===== config.mk =====
export PLATFORM = sky130hd
export DESIGN_NAME = interleaver_ctrl
export DESIGN_NICKNAME = d
export VERILOG_FILES = /design/src/rtl/interleaver_pkg.sv /design/src/rtl/interleaver_rd_pipe.sv /design/src/rtl/interleaver_ctrl.sv
export SDC_FILE = /design/constraint.sdc
export NUM_CORES = 1
export LEC_CHECK = 0
export BUFFER_PORTS_ARGS = -buffer_cell sky130_fd_sc_hd__buf_2
export CORE_MARGIN = 5
export CORE_UTILIZATION = 55
export DETAILED_ROUTE_END_ITERATION = 7
export GPL_TIMING_DRIVEN = 0
export PLACE_DENSITY_LB_ADDON = 0.25
export SLEW_MARGIN = 30
export SYNTH_ARGS = -nofsm -noshare
export SYNTH_HDL_FRONTEND = slang
export SYNTH_SLANG_ARGS = --single-unit

===== constraint.sdc =====
create_clock -name clk -period 8.9 [get_ports clk]
set_input_delay 1.335 -clock clk [delete_from_list [all_inputs] [get_ports clk]]
set_output_delay 1.335 -clock clk [all_outputs]
set_load 0.05 [all_outputs]

===== src/rtl/interleaver_pkg.sv =====
// Shared definitions for the turbo-code interleaver sequencing controller.
// Latency: n/a (constants, types and a pure length-legality function).
// Backpressure: n/a.
//
// Contents:
//   ADDR_W     width of every block address / length
//   MAX_LEN    largest legal code block length
//   state_t    controller phase encoding (IDLE, FILL, DRAIN, DONE)
//   len_legal  block-length legality test
// Build option INTERLEAVER_CTRL_LENCHK_EN selects the full length check
// (40..MAX_LEN, multiple of 8); without it only K==0 is rejected.
package interleaver_pkg;

    localparam int ADDR_W  = 13;
    localparam int MAX_LEN = 6144;

    typedef enum logic [1:0] {
        IDLE  = 2'd0,
        FILL  = 2'd1,
        DRAIN = 2'd2,
        DONE  = 2'd3
    } state_t;

    // True when k may start a block.
    function automatic logic len_legal(input logic [ADDR_W-1:0] k);
`ifdef INTERLEAVER_CTRL_LENCHK_EN
        return (k >= ADDR_W'(40)) && (k <= ADDR_W'(MAX_LEN)) && (k[2:0] == 3'b000);
`else
        return (k != '0);
`endif
    endfunction

endpackage


===== src/rtl/interleaver_rd_pipe.sv =====
// Read-side pipeline tracker: per-stage valid/last shift register behind the ROM and RAM.
// Latency: STAGES cycles from an issued index (S0) to out_valid (default 2: ROM then RAM).
// Backpressure: adv = ~out_valid | out_ready; the whole pipe freezes when the output is held.
//
// Ports:
//   clk, rst_n          clock, asynchronous active-low reset
//   s0_vld, s0_last     index being issued this cycle, and whether it is the block's final one
//   out_ready           downstream ready
//   adv                 pipeline advance; also the ROM/RAM read clock enable
//   s1_vld              ROM output holds a valid permuted index (RAM read address is live)
//   out_valid, out_last final stage: RAM read data valid, final bit of the block
module interleaver_rd_pipe #(
    parameter int STAGES = 2
) (
    input  logic clk,
    input  logic rst_n,
    input  logic s0_vld,
    input  logic s0_last,
    input  logic out_ready,
    output logic adv,
    output logic s1_vld,
    output logic out_valid,
    output logic out_last
);

    // Bit 0 tracks the ROM output register, bit STAGES-1 the RAM output register.
    logic [STAGES-1:0] vld_sr;
    logic [STAGES-1:0] last_sr;

    assign adv = ~vld_sr[STAGES-1] | out_ready;

    always_ff @(posedge clk or negedge rst_n) begin
        if (!rst_n) begin
            vld_sr  <= '0;
            last_sr <= '0;
        end else if (adv) begin
            // last is only ever carried alongside a valid entry, so out_last
            // can never be seen without out_valid.
            vld_sr  <= {vld_sr[STAGES-2:0], s0_vld};
            last_sr <= {last_sr[STAGES-2:0], s0_vld & s0_last};
        end
    end

    assign s1_vld    = vld_sr[0];
    assign out_valid = vld_sr[STAGES-1];
    assign out_last  = last_sr[STAGES-1];

endmodule


===== src/rtl/interleaver_ctrl.sv =====
// Interleaver sequencer: writes a code block in natural order, then reads it back in pi1 order.
// Latency: last write -> DRAIN next cycle -> first out_valid 3 cycles after the last write; 1 bit/cycle.
// Backpressure: in_valid/in_ready on fill; out_ready low freezes ROM/RAM reads (rom_ce=0) and the pipe.
//
// Ports:
//   clk, rst_n            clock, asynchronous active-low reset
//   start, blk_len        start pulse and block length K (sampled when accepted in IDLE)
//   in_valid, in_ready    upstream bit handshake (in_ready high only in FILL)
//   wr_en, wr_addr        RAM write strobe (in_valid & in_ready) and natural index
//   rom_addr, rom_ce      pi1 ROM index and ROM/RAM read-port clock enable
//   rom_q, rd_addr        ROM permuted index (1-cycle registered) and RAM read address
//   out_valid, out_ready  downstream handshake, RAM read data valid while out_valid
//   out_last              final permuted bit of the block
//   busy, err             not-IDLE indicator, sticky illegal-length flag
// Build option INTERLEAVER_CTRL_LENCHK_EN enables the full block-length check.
module interleaver_ctrl
    import interleaver_pkg::*;
(
    input  logic              clk,
    input  logic              rst_n,
    input  logic              start,
    input  logic [ADDR_W-1:0] blk_len,
    input  logic              in_valid,
    output logic              in_ready,
    output logic              wr_en,
    output logic [ADDR_W-1:0] wr_addr,
    output logic [ADDR_W-1:0] rom_addr,
    output logic              rom_ce,
    input  logic [ADDR_W-1:0] rom_q,
    output logic [ADDR_W-1:0] rd_addr,
    output logic              out_valid,
    input  logic              out_ready,
    output logic              out_last,
    output logic              busy,
    output logic              err
);

    state_t            state;
    logic [ADDR_W-1:0] blk_k;      // latched block length K
    logic [ADDR_W-1:0] cnt;        // write index in FILL, ROM index in DRAIN
    logic              issue_done; // every ROM index of the block has been issued
    logic              err_q;

    logic adv;
    logic s0_vld;
    logic s1_vld;
    logic cnt_at_last;
    logic wr_accept;
    logic out_xfer_last;

    // cnt stops at K-1; issue_done marks that the final index has left S0, so
    // the counter never has to step past the last legal address.
    assign cnt_at_last   = (cnt == (blk_k - ADDR_W'(1)));
    assign wr_accept     = in_valid & in_ready;
    assign s0_vld        = (state == DRAIN) & ~issue_done;
    assign out_xfer_last = out_valid & out_ready & out_last;

    interleaver_rd_pipe #(
        .STAGES (2)
    ) u_rd_pipe (
        .clk       (clk),
        .rst_n     (rst_n),
        .s0_vld    (s0_vld),
        .s0_last   (cnt_at_last),
        .out_ready (out_ready),
        .adv       (adv),
        .s1_vld    (s1_vld),
        .out_valid (out_valid),
        .out_last  (out_last)
    );

    always_ff @(posedge clk or negedge rst_n) begin
        if (!rst_n) begin
            state      <= IDLE;
            blk_k      <= '0;
            cnt        <= '0;
            issue_done <= 1'b0;
            err_q      <= 1'b0;
        end else begin
            case (state)
                IDLE: begin
                    if (start) begin
                        if (len_legal(blk_len)) begin
                            blk_k      <= blk_len;
                            cnt        <= '0;
                            issue_done <= 1'b0;
                            err_q      <= 1'b0;
                            state      <= FILL;
                        end else begin
                            err_q <= 1'b1;
                        end
                    end
                end

                FILL: begin
                    if (wr_accept) begin
                        if (cnt_at_last) begin
                            cnt   <= '0;
                            state <= DRAIN;
                        end else begin
                            cnt <= cnt + ADDR_W'(1);
                        end
                    end
                end

                DRAIN: begin
                    if (adv && s0_vld) begin
                        if (cnt_at_last) begin
                            issue_done <= 1'b1;
                        end else begin
                            cnt <= cnt + ADDR_W'(1);
                        end
                    end
                    if (out_xfer_last) begin
                        state <= DONE;
                    end
                end

                DONE: begin
                    // Single busy cycle; any start seen here is dropped.
                    state <= IDLE;
                end

                default: begin
                    state <= IDLE;
                end
            endcase
        end
    end

    // Outputs decoded from registered state; only wr_en and rom_ce see the
    // live handshake inputs.
    assign in_ready = (state == FILL);
    assign wr_en    = wr_accept;
    assign wr_addr  = (state == FILL)  ? cnt : '0;
    assign rom_addr = (state == DRAIN) ? cnt : '0;
    assign rom_ce   = (state == DRAIN) & adv;
    // rom_q is only meaningful while S1 holds a valid index; elsewhere the
    // read address is parked at 0.
    assign rd_addr  = s1_vld ? rom_q : '0;
    assign busy     = (state != IDLE);
    assign err      = err_q;

endmodule


Yosys cells after proc, flatten, opt, wreduce, memory -nomap -nowiden
Index checks and enable logic that the tools add are counted.
{"block": "totals", "regBits": 34, "output_inout_bits": 46, "input_bits": 31, "word_cells": 63}
{"block": "op_classes", "reduce_logical": 11, "bitwise": 9, "n_mux": 22, "addsub": 2, "n_eq_ne": 12}
{"operator": "$mux 13", "count": 9}
{"operator": "$pmux 13 s3", "count": 1}
{"operator": "$add 13x1->13 const B", "count": 1}
{"operator": "$eq 13x13->1", "count": 1}
{"operator": "$reduce_bool 13->1", "count": 1}
{"operator": "$sub 13x1->13 const B", "count": 1}
{"operator": "$mux 2", "count": 5}
{"operator": "$reduce_and 5->1", "count": 2}
{"operator": "$ne 2x1->1 const B", "count": 4}
{"operator": "$ne 2x2->1 const B", "count": 4}
{"operator": "$pmux 2 s4", "count": 1}
{"operator": "$and 1x1->1", "count": 6}
{"operator": "$reduce_and 6->1", "count": 1}
{"operator": "$mux 1", "count": 5}
{"operator": "$eq 2x2->1 const B", "count": 2}
{"operator": "$reduce_bool 2->1", "count": 2}
{"operator": "$reduce_and 3->1", "count": 1}
{"operator": "$reduce_bool 3->1", "count": 1}
{"operator": "$eq 2x1->1 const B", "count": 1}
{"operator": "$logic_not 2->1", "count": 1}
{"operator": "$not 1->1", "count": 2}
{"operator": "$pmux 1 s2", "count": 1}
{"operator": "$reduce_and 2->1", "count": 1}
{"operator": "$logic_and 1x1->1", "count": 1}
{"operator": "$or 1x1->1", "count": 1}

Longest topological paths before layout
Gate-level depths: netlist (run 1).
{"block": "logic_depth", "word_depth": 5, "ltp_mapped": 10, "depth_no_buf": 9}

Cells and area by module
From an unflattened synthesis (run 1), not the netlist that was laid out.
{"block": "unflattened", "hier_cells": 283, "hier_area_um2": 2538.7}
{"mod": "interleaver_ctrl", "area_per_inst_um2": 2373.5, "seq_area_each_um2": 750.7, "n_inst": 1, "cells_per_inst": 271}
{"mod": "interleaver_rd_pipe", "area_per_inst_um2": 165.2, "seq_area_each_um2": 100.1, "n_inst": 1, "cells_per_inst": 12}

Worst setup path after synthesis (run 1)
OpenSTA, ideal clock, no wires.
{"block": "synth_path", "path_kind": "input-to-output", "from": "in out_ready", "to": "out rom_ce", "arrival_ns": 2.246, "path_slack_ns": 5.319, "path_buffers": 1, "required_ns": 7.565, "cell_stages": 3, "cell_sequence": "nor2b_1 > clkbuf_1 > nor2b_1"}
{"block": "synth_via", "elab_chain_cells": 2}
{"element": "from (decl)", "line_no": "interleaver_ctrl.sv:32", "rtl": "input logic out_ready,"}
{"element": "$or 1x1->1", "line_no": "interleaver_rd_pipe.sv:30", "rtl": "assign adv = ~vld_sr[STAGES-1] | out_ready;"}
{"element": "$and 1x1->1", "line_no": "interleaver_ctrl.sv:137", "rtl": "assign rom_ce = (state == DRAIN) & adv;"}
{"element": "to (decl)", "line_no": "interleaver_ctrl.sv:28", "rtl": "output logic rom_ce,"}
No other way between the ends.

Final worst setup path (run 1)
{"block": "layout_path", "from": "reg state[0]", "to": "out rom_addr[9]"}
{"block": "layout_via", "elab_chain_cells": 2}
{"element": "from (decl)", "line_no": "interleaver_ctrl.sv:38", "rtl": "state_t state;"}
{"element": "from (signal assigned)", "line_no": "interleaver_ctrl.sv:74", "rtl": "state <= IDLE;"}
{"element": "from (signal assigned)", "line_no": "interleaver_ctrl.sv:88", "rtl": "state <= FILL;"}
{"element": "from (signal assigned)", "line_no": "interleaver_ctrl.sv:99", "rtl": "state <= DRAIN;"}
{"element": "$eq 2x2->1", "line_no": "interleaver_ctrl.sv:136", "rtl": "assign rom_addr = (state == DRAIN) ? cnt : '0;"}
{"element": "$mux 13", "line_no": "interleaver_ctrl.sv:136"}
{"element": "to (decl)", "line_no": "interleaver_ctrl.sv:27", "rtl": "output logic [ADDR_W-1:0] rom_addr,"}
No other way between the ends.

==> results of run 1 <==
==> power by group through the flow <==
stage | Clock, mW | Combinational (mW) | Sequential (mW)
after floorplan | 0 | 0.447 | 0.244
after global placement | 0 | 0.553 | 0.249
after detailed placement | 0 | 0.568 | 0.252
after CTS | 0.122 | 0.570 | 0.249
after global routing | 0.131 | 0.622 | 0.258
final | 0.122 | 0.570 | 0.250
==> area by class of cell <==
type | instances | area, um2
Fill cell | 387 | 1510
Timing Repair Buffer | 76 | 380
Buffer | 18 | 104
Clock inverter | 1 | 5.00
Multi-Input combinational cell | 229 | 1580
Inverter | 13 | 48.8
Tap cell | 54 | 67.6
Sequential cell | 34 | 851
Clock buffer | 7 | 86.3
==> worst max-delay path: cells and delay by family (launching register included) <==
kind / cells / cell delay (ns)
DFF: 1 / 0.41
buffers and inverters: 4 / 1.09
adders and majority gates: 1 / 0.26
and+or+nand+nor: 1 / 0.20
==> state kept, by name, summed over array words and instances (netlist names) <==
register and flops:
issue_done 1, state 2, u_rd_pipe.vld_sr 2, err 1
blk_k 13, cnt 13, u_rd_pipe.last_sr 2
==> cells by family after synthesis <==
kind of cell	count (synthesis)	share of synthesized area, %
fa+ha+maj	6	2.91
xor+xnor	11	3.73
mux	15	6.49
flops	34	32.9
simple gates	138	30.9
compound gates	59	17.1
buf+inv	31	5.91
==> stage by stage <==
step	instance area (um2)	cells	worst slack [ns]	power [mW]	util [%]
2_1_floorplan	2580	294	5.32	0.691	-
3_3_place_gp	3030	424	5.44	0.802	65.5
3_5_place_dp	3030	424	5.41	0.819	65.5
4_1_cts	3120	432	5.32	0.941	67.4
5_1_grt	3120	432	5.13	1.01	67.4
6_report	3120	432	5.31	0.942	67.4
==> synth_stat cells, types with 3 or more instances <==
| library cell | count |
|---|---|
| nand3b_1 | 3 |
| a21oi_2 | 9 |
| dfrtp_1 | 34 |
| xnor2_1 | 7 |
| o31ai_1 | 5 |
| mux2_2 | 14 |
| nor2_1 | 16 |
| nand4_1 | 8 |
| nor4_1 | 5 |
| o211ai_1 | 3 |
| nor3_1 | 8 |
| or2_2 | 3 |
| nand2b_1 | 4 |
| or3_1 | 6 |
| clkbuf_1 | 10 |
| o2bb2ai_1 | 3 |
| inv_1 | 13 |
| buf_6 | 4 |
| or4_1 | 3 |
| nand2_1 | 16 |
| ha_1 | 6 |
| nor2b_1 | 6 |
| a21oi_1 | 7 |
| nand3_1 | 13 |
| o21ai_0 | 8 |
| and2_1 | 36 |
| xor2_1 | 4 |
==> worst paths after layout <==
check | to | slack [ns] | cells after the start
setup / recovery | rom_addr[9] | 5.31 | 6
max in group asynchronous | blk_k[1]$_DFFE_PN0P_ | 7.26 | 1
hold reg to reg | u_rd_pipe.last_sr[0]$_DFFE_PN0N_ | 0.48 | 2
setup reg to reg | cnt[4]$_DFFE_PN0P_ | 5.73 | 9
min in group asynchronous | blk_k[11]$_DFFE_PN0P_ | 1.13 | 1
hold / removal | u_rd_pipe.last_sr[0]$_DFFE_PN0N_ | 0.48 | 2
==> metal layers <==
metal	up-vias	global-route usage [%]	routed length (um)
met5	-	0	0
met2	76	38.6	3330
met1	1194	28.5	3010
met3	7	5.62	427
li1	1224	-	-
met4	0	7.17	68
==> flow_summary.ini, run 1 <==
[run_status]
run_status = finished clean

[setup_path]
critPathMaxFanout = 10
cp_slowest_stage_delay_ns = 0.41
path_class = register to output port
worst_ep_arrival_time_ns = 2.26
crit_chain = inv_1 -> ha_1 -> clkbuf_1 -> clkbuf_1 -> and2_1 -> buf_2
critPathSlowestCell = dfrtp_1
cpMostUsedCell = clkbuf_1
rr_startpoint = blk_k[0]$_DFFE_PN0P_
endpoint_kind = output port
startpoint_type = register
cp_data_required_time_ns = 7.57
critPathLaunch = state[0]$_DFFE_PN0P_

[floorplan]
die_h_um = 78.5
die_w_um = 78.5
rows = 25
fp.coreArea_um2 = 4630
die-area_um2 = 6170
ios = 77
floorplan.initialDensity_pct = 55.8

[sta]
max-slew-margin-rel_pct = 46.2
fin_crit_ns = 3.59
fin_worst_hold_slack_ns = 0.480
fmax_ghz = 0.278
rsz0062_at_grt = no
drv_slew = 0
final-hold-violation-count = 0
min_period_over_period_pct = 40.4
skew_ns = 0.00773
finalSetupTns_ns = 0
tightest_slew_ns = 0.808
setup_violations = 0

[grt]
grt-ovfl-total = 0
grt_usage_pct = 22.8
grt_pass1_vias = 2439
antenna_found_initial = 0
grt_pass1_wl_um = 11300
grt_max_degree = 35

[final_layout]
layout_commonest_cell = buf_2
syn_to_final_growth_pct = 20.9
drive_gt1_share_pct = 33.6
layout_common_cells = buf_2, and2_1, dfrtp_1
diodes = 0
fin_nets = 414

[run]
drv_cap = 0

[clocking]
clockRootBuffer = clkbuf_8
cts_tree = built
clock_path_buffers = 2
cts.hold.buffers_added = 0
clk_pin_slew_ns = 0.07
clock_latency_ns = 0.30
cts_sinks = 34
cts_setup_buffers = 0
h-tree-depth = 2
cts_made_buffers = 5
cts_resized = 0

[synth]
syn_area_per_cell_um2 = 8.78
async_flop_share_pct = 100
yosys.area.top_type = dfrtp_1
synth_seq_cells = 34
synth_edf_count = 0
ys_seq_area_share_pct = 32.9
synthTopCellsByArea = dfrtp_1, and2_1, mux2_2, a21oi_2, ha_1
syn_nets = 331
yosysUniqueCellTypes = 58
yosys.area.top_type_share_pct = 32.9
syn_inst = 294
dominantRegCellSynth = dfrtp_1
netlist_area_um2 = 2580
yosysWarnings = 0

[drt]
postRouteAntennaNets = 0
routed_via_density = 5.79
drtPass1Iterations = 4
drt_iter0_drc = 188
drc = 0
wl_per_cell_um = 15.8
num_vias = 2501
totalWireLength_um = 6840

[placed_design]
portBuffers = 76
dp_hpwl_um = 5200
place_congestion = 0.883

[power_and_ir_drop]
intPower_uw = 467
seqPwrFrac_pct = 26.6
power_frac_clock_pct = 12.9
netSwitchingFraction_pct = 50.4
ir_drop_v = 0.000148
power_leakage_nw = 1.43
power_switching_uw = 475
powerDensity_nw_per_um2 = 302
pwr-share-comb_pct = 60.5

[worst_hold_path]
min_from = u_rd_pipe.last_sr[0]$_DFFE_PN0N_
hold_path.class = register to register
No activity file was read; power rests on OpenSTA's default activity.
==> inputs of run 2 (changes only) <==
--- a/config.mk
+++ b/config.mk
@@ -7,7 +7,7 @@
 export LEC_CHECK = 0
 export BUFFER_PORTS_ARGS = -buffer_cell sky130_fd_sc_hd__buf_2
 export CORE_MARGIN = 5
-export CORE_UTILIZATION = 55
+export CORE_UTILIZATION = 47
 export DETAILED_ROUTE_END_ITERATION = 7
 export GPL_TIMING_DRIVEN = 0
 export PLACE_DENSITY_LB_ADDON = 0.25
==> constraint.sdc (replaced) <==
create_clock -name clk -period 2.95 [get_ports clk]
set_input_delay 0.4425 -clock clk [delete_from_list [all_inputs] [get_ports clk]]
set_output_delay 0.4425 -clock clk [all_outputs]
set_load 0.05 [all_outputs]
==> flow_summary.ini, run 2 (synthesis results as in run 1) <==
[run_status]
run_status = finished clean

[grt]
busiest_layer = met2
grt_pass1_vias = 2473
grt_pass1_wl_um = 11700
use_met2_pct = 33.7
grt_usage_pct = 20.1
grt_max_degree = 35
met3_usage_pct = 3.85
grt-ovfl-total = 0
grtUsageMet1_pct = 25.7
antenna_found_initial = 0

[final_layout]
layout_common_cells = buf_2, and2_1, dfrtp_1
nFillCells = 484
fin_nets = 424
top_regs = blk_k (13), cnt (13)
design_area_um2 = 3360
syn_to_final_growth_pct = 30.0
drive_gt1_share_pct = 38.4
layout_commonest_cell = buf_2
diodes = 0

[sta]
max-slew-margin-rel_pct = 47.1
drv_slew = 0
finalSetupTns_ns = 0
final-hold-violation-count = 0
setup_violations = 0
fin_worst_hold_slack_ns = 0.228
tightest_slew_ns = 0.793
rsz0062_at_grt = yes
min_period_over_period_pct = 98.1
setup_ws_ns = 0.0562
fin_crit_ns = 2.89
fmax_ghz = 0.346
skew_ns = 0.0117

[setup_path]
critPathMaxFanout = 10
cp_slowest_stage_delay_ns = 0.54
worst_ep_arrival_time_ns = 3.11
reg2reg_slack_ns = 0.06
endpoint_kind = register
r2r_cells = 10
startpoint_type = register
cp_data_required_time_ns = 3.16
critPathSlowestCell = or4_4
rr_startpoint = blk_k[2]$_DFFE_PN0P_
path_class = register to register
rr_endpoint = cnt[11]$_DFFE_PN0P_
crit_chain = buf_6 -> or4_4 -> or3_1 -> a211o_1 -> nor4_4 -> buf_4 -> and4_4 -> buf_8 -> o41ai_2 -> a21oi_1

[placed_design]
pre_cts_ws_ns = -0.115
portBuffers = 76
dp_hpwl_um = 5170
dpl-instance-area_um2 = 3050
place_congestion = 0.880

[clocking]
cts_made_buffers = 5
cts_tree = built
clockRootBuffer = clkbuf_8
h-tree-depth = 2
clock_path_buffers = 2
cts_sinks = 34
clock_latency_ns = 0.29
cts.hold.buffers_added = 0
clk_pin_slew_ns = 0.08

[drt]
num_vias = 2522
drtPass1Iterations = 4
totalWireLength_um = 7220
postRouteAntennaNets = 0
wl_per_cell_um = 15.7
routed_via_density = 5.48
drc = 0
drt_iter0_drc = 127

[power_and_ir_drop]
powerDensity_nw_per_um2 = 946
ir_drop_v = 0.000457
power_mw = 3.18
power_leakage_nw = 1.52

[run]
drv_cap = 0

[floorplan]
die-area_um2 = 7080
die_h_um = 84.1
rows = 27
fp.coreArea_um2 = 5440
die_w_um = 84.1
ios = 77
floorplan.initialDensity_pct = 47.5

[worst_hold_path]
hold_path.class = primary input to async pin
run 2: power breakdown:
group / switching [mW] / internal [mW] / total (mW) / leakage [nW]
clock network: 0.186 / 0.249 / 0.435 / 0.0579
registers: 0.154 / 0.598 / 0.753 / 0.439
logic: 1.20 / 0.787 / 1.99 / 1.02
total: 1.54 / 1.63 / 3.18 / 1.52
run 2: final cells by class:
cell class	count	area (um2)	share of cell area [%]
Multi-Input combinational cell	229	1690	50.3
Buffer	16	95.1	2.83
Timing Repair Buffer	88	474	14.1
Clock buffer	5	68.8	2.05
Inverter	13	48.8	1.45
Tap cell	72	90.1	2.68
Clock inverter	3	40.0	1.19
Sequential cell	34	851	25.3
run 2: worst max path at each step:
| stage | from | endpoint | slack, ns | cells past startpoint |
|---|---|---|---|---|
| global route | blk_k[2]$_DFFE_PN0P_ | cnt[11]$_DFFE_PN0P_ | -0.07 | 10 |
| global placement | blk_k[0]$_DFFE_PN0P_ | cnt[8]$_DFFE_PN0P_ | -0.11 | 9 |
| CTS | blk_k[0]$_DFFE_PN0P_ | cnt[2]$_DFFE_PN0P_ | 0.0009 | 9 |
| detailed placement | blk_k[0]$_DFFE_PN0P_ | cnt[7]$_DFFE_PN0P_ | -0.11 | 9 |
| floorplan | blk_k[0]$_DFFE_PN0P_ | cnt[4]$_DFFE_PN0P_ | 0.16 | 9 |
| finish | blk_k[2]$_DFFE_PN0P_ | cnt[11]$_DFFE_PN0P_ | 0.06 | 10 |
run 2: timing repair:
| item | in CTS | in global routing |
|---|---|---|
| gates resized for setup | 8 | 19 |
| buffers inserted | 6 | 5 |
| setup endpoints to repair | 13 | 16 |
| gates cloned | 1 | 0 |
| pin swaps | 7 | 9 |
run 2: layer usage:
metal  vias up  wire (um)
met3        10        431
met2        68       3520
met4         0         96
met1      1197       3170
met5         -          0
li1       1247          -
run 2: worst max-delay path: cells and delay by family, from the launching register on:
| kind | cells | cell delay, ns |
|---|---|---|
| AO/OA/AOI/OAI | 3 | 0.56 |
| flip-flops | 1 | 0.38 |
| buffers and inverters | 3 | 0.44 |
| AND/OR/NAND/NOR | 4 | 1.44 |
run 2: through the flow:
stage          util (%)  instances
2_1_floorplan         -        294
3_3_place_gp       56.1        442
3_5_place_dp       56.1        442
4_1_cts            59.7        457
5_1_grt            61.7        460
6_report           61.7        460
==> inputs of run 3 (changes only) <==
--- a/config.mk
+++ b/config.mk
@@ -10,6 +10,7 @@
 export CORE_UTILIZATION = 47
 export DETAILED_ROUTE_END_ITERATION = 7
 export GPL_TIMING_DRIVEN = 0
+export MAX_ROUTING_LAYER = met4
 export PLACE_DENSITY_LB_ADDON = 0.25
 export SLEW_MARGIN = 30
 export SYNTH_ARGS = -nofsm -noshare
==> flow_summary.ini, run 3 (synthesis results as in run 1) <==
[grt]
grt_pass1_vias = 2472
grt_usage_pct = 20.7
grt_max_degree = 35
antenna_found_initial = 0
grt-ovfl-total = 0
grt_pass1_wl_um = 11700

[power_and_ir_drop]
intPower_mw = 1.63
power_switching_mw = 1.55
powerDensity_nw_per_um2 = 947
pwr-share-comb_pct = 62.7
power_leakage_nw = 1.52
ir_drop_v = 0.000457
seqPwrFrac_pct = 23.7
power_mw = 3.18
power_frac_clock_pct = 13.6
netSwitchingFraction_pct = 48.6

[final_layout]
drive_gt1_share_pct = 38.4
layout_commonest_cell = buf_2
top_regs = blk_k (13), cnt (13)
layout_common_cells = buf_2, and2_1, dfrtp_1
syn_to_final_growth_pct = 30.0
fin_nets = 424
nFillCells = 484
fin_util_pct = 61.7
diodes = 0

[setup_path]
path_buf_inv = 3
cp_data_required_time_ns = 3.16
crit_chain = buf_6 -> or4_4 -> or3_1 -> a211o_1 -> nor4_4 -> buf_4 -> and4_4 -> buf_8 -> o41ai_2 -> a21oi_1
cp_slowest_stage_delay_ns = 0.54
path_class = register to register
endpoint_kind = register
critPathSlowestCell = or4_4
critPathMaxFanout = 10
critPathLaunch = blk_k[2]$_DFFE_PN0P_
worst_ep_arrival_time_ns = 3.10
cp_top_family = simple AND/OR/NAND/NOR gates
rr_startpoint = blk_k[2]$_DFFE_PN0P_
startpoint_type = register

[clocking]
cts_sinks = 34
clock_latency_ns = 0.29
clock_path_buffers = 2
clockRootBuffer = clkbuf_8
clk_pin_slew_ns = 0.08
h-tree-depth = 2
cts_tree = built
cts.hold.buffers_added = 0
cts_made_buffers = 5

[drt]
routed_via_density = 5.54
totalWireLength_um = 7200
postRouteAntennaNets = 0
num_vias = 2547
wl_per_cell_um = 15.7
drc = 0
drt_iter0_drc = 132
drtPass1Iterations = 5

[sta]
rsz0062_at_grt = yes
drv_slew = 0
final-hold-violation-count = 0
tightest_slew_ns = 0.787
fin_crit_ns = 2.88
skew_ns = 0.0114
min_period_over_period_pct = 97.8
max-slew-margin-rel_pct = 47.6
fmax_ghz = 0.347
fin_worst_hold_slack_ns = 0.226
setup_violations = 0

[worst_hold_path]
hold_path.class = primary input to async pin

[floorplan]
die_w_um = 84.1
fp.coreArea_um2 = 5440
rows = 27
die-area_um2 = 7080
ios = 77
die_h_um = 84.1
floorplan.initialDensity_pct = 47.5

[placed_design]
portBuffers = 76
dp_hpwl_um = 5170
place_congestion = 0.895

[run]
drv_cap = 0

[run_status]
run_status = finished clean
==> run 3: layout make-up <==
| class | instances | area (um2) | share of cell area, % |
|---|---|---|---|
| buffer | 16 | 95.1 | 2.83 |
| clock buffer | 5 | 68.8 | 2.05 |
| clock inverter | 3 | 40.0 | 1.19 |
| inverter | 13 | 48.8 | 1.45 |
| multi-input combinational | 229 | 1690 | 50.3 |
| sequential | 34 | 851 | 25.3 |
| tap | 72 | 90.1 | 2.68 |
| timing repair buffer | 88 | 474 | 14.1 |
==> run 3: per-layer routing <==
layer	track usage [%]	vias up	part of all wire (%)
li1	-	1247	-
met1	25.9	1212	43
met2	33.6	76	48
met3	3.55	12	6.9
met4	7.16	0	1.8
met5	-	-	0
==> run 3: worst paths after layout <==
path | end | slack [ns] | depth (start not counted)
hold / removal | blk_k[5]$_DFFE_PN0P_ | 0.23 | 1
setup / recovery | cnt[11]$_DFFE_PN0P_ | 0.07 | 10
min in group clk | blk_k[9]$_DFFE_PN0P_ | 0.39 | 2
max in group asynchronous | cnt[3]$_DFFE_PN0P_ | 2.22 | 1
hold reg to reg | err$_DFFE_PN0P_ | 0.49 | 2
setup reg to reg | cnt[11]$_DFFE_PN0P_ | 0.07 | 10
==> run 3: through the flow <==
stage	cell area, um2	TNS, ns	std cells	worst slack, ns
after floorplan	2580	0	294	0.164
after global placement	3050	-1.02	442	-0.110
after detailed placement	3050	-1.16	442	-0.115
after CTS	3250	0	457	0.000911
after global routing	3360	-0.235	460	-0.0685
final	3360	0	460	0.0653
==> run 3: timing repair <==
item,in CTS,in global routing
pin swaps,7,9
gates resized for setup,8,19
endpoints found under the setup margin,13,16
cloned,1,0
setup buffers,6,5
==> run 3: power groups by stage <==
stage	Combinational [mW]	Sequential, mW	Clock [mW]
after detailed placement	1.70	0.758	0
after CTS	1.83	0.748	0.439
after floorplan	1.35	0.736	0
after global routing	2.17	0.774	0.458
final	1.99	0.754	0.433
after global placement	1.68	0.752	0
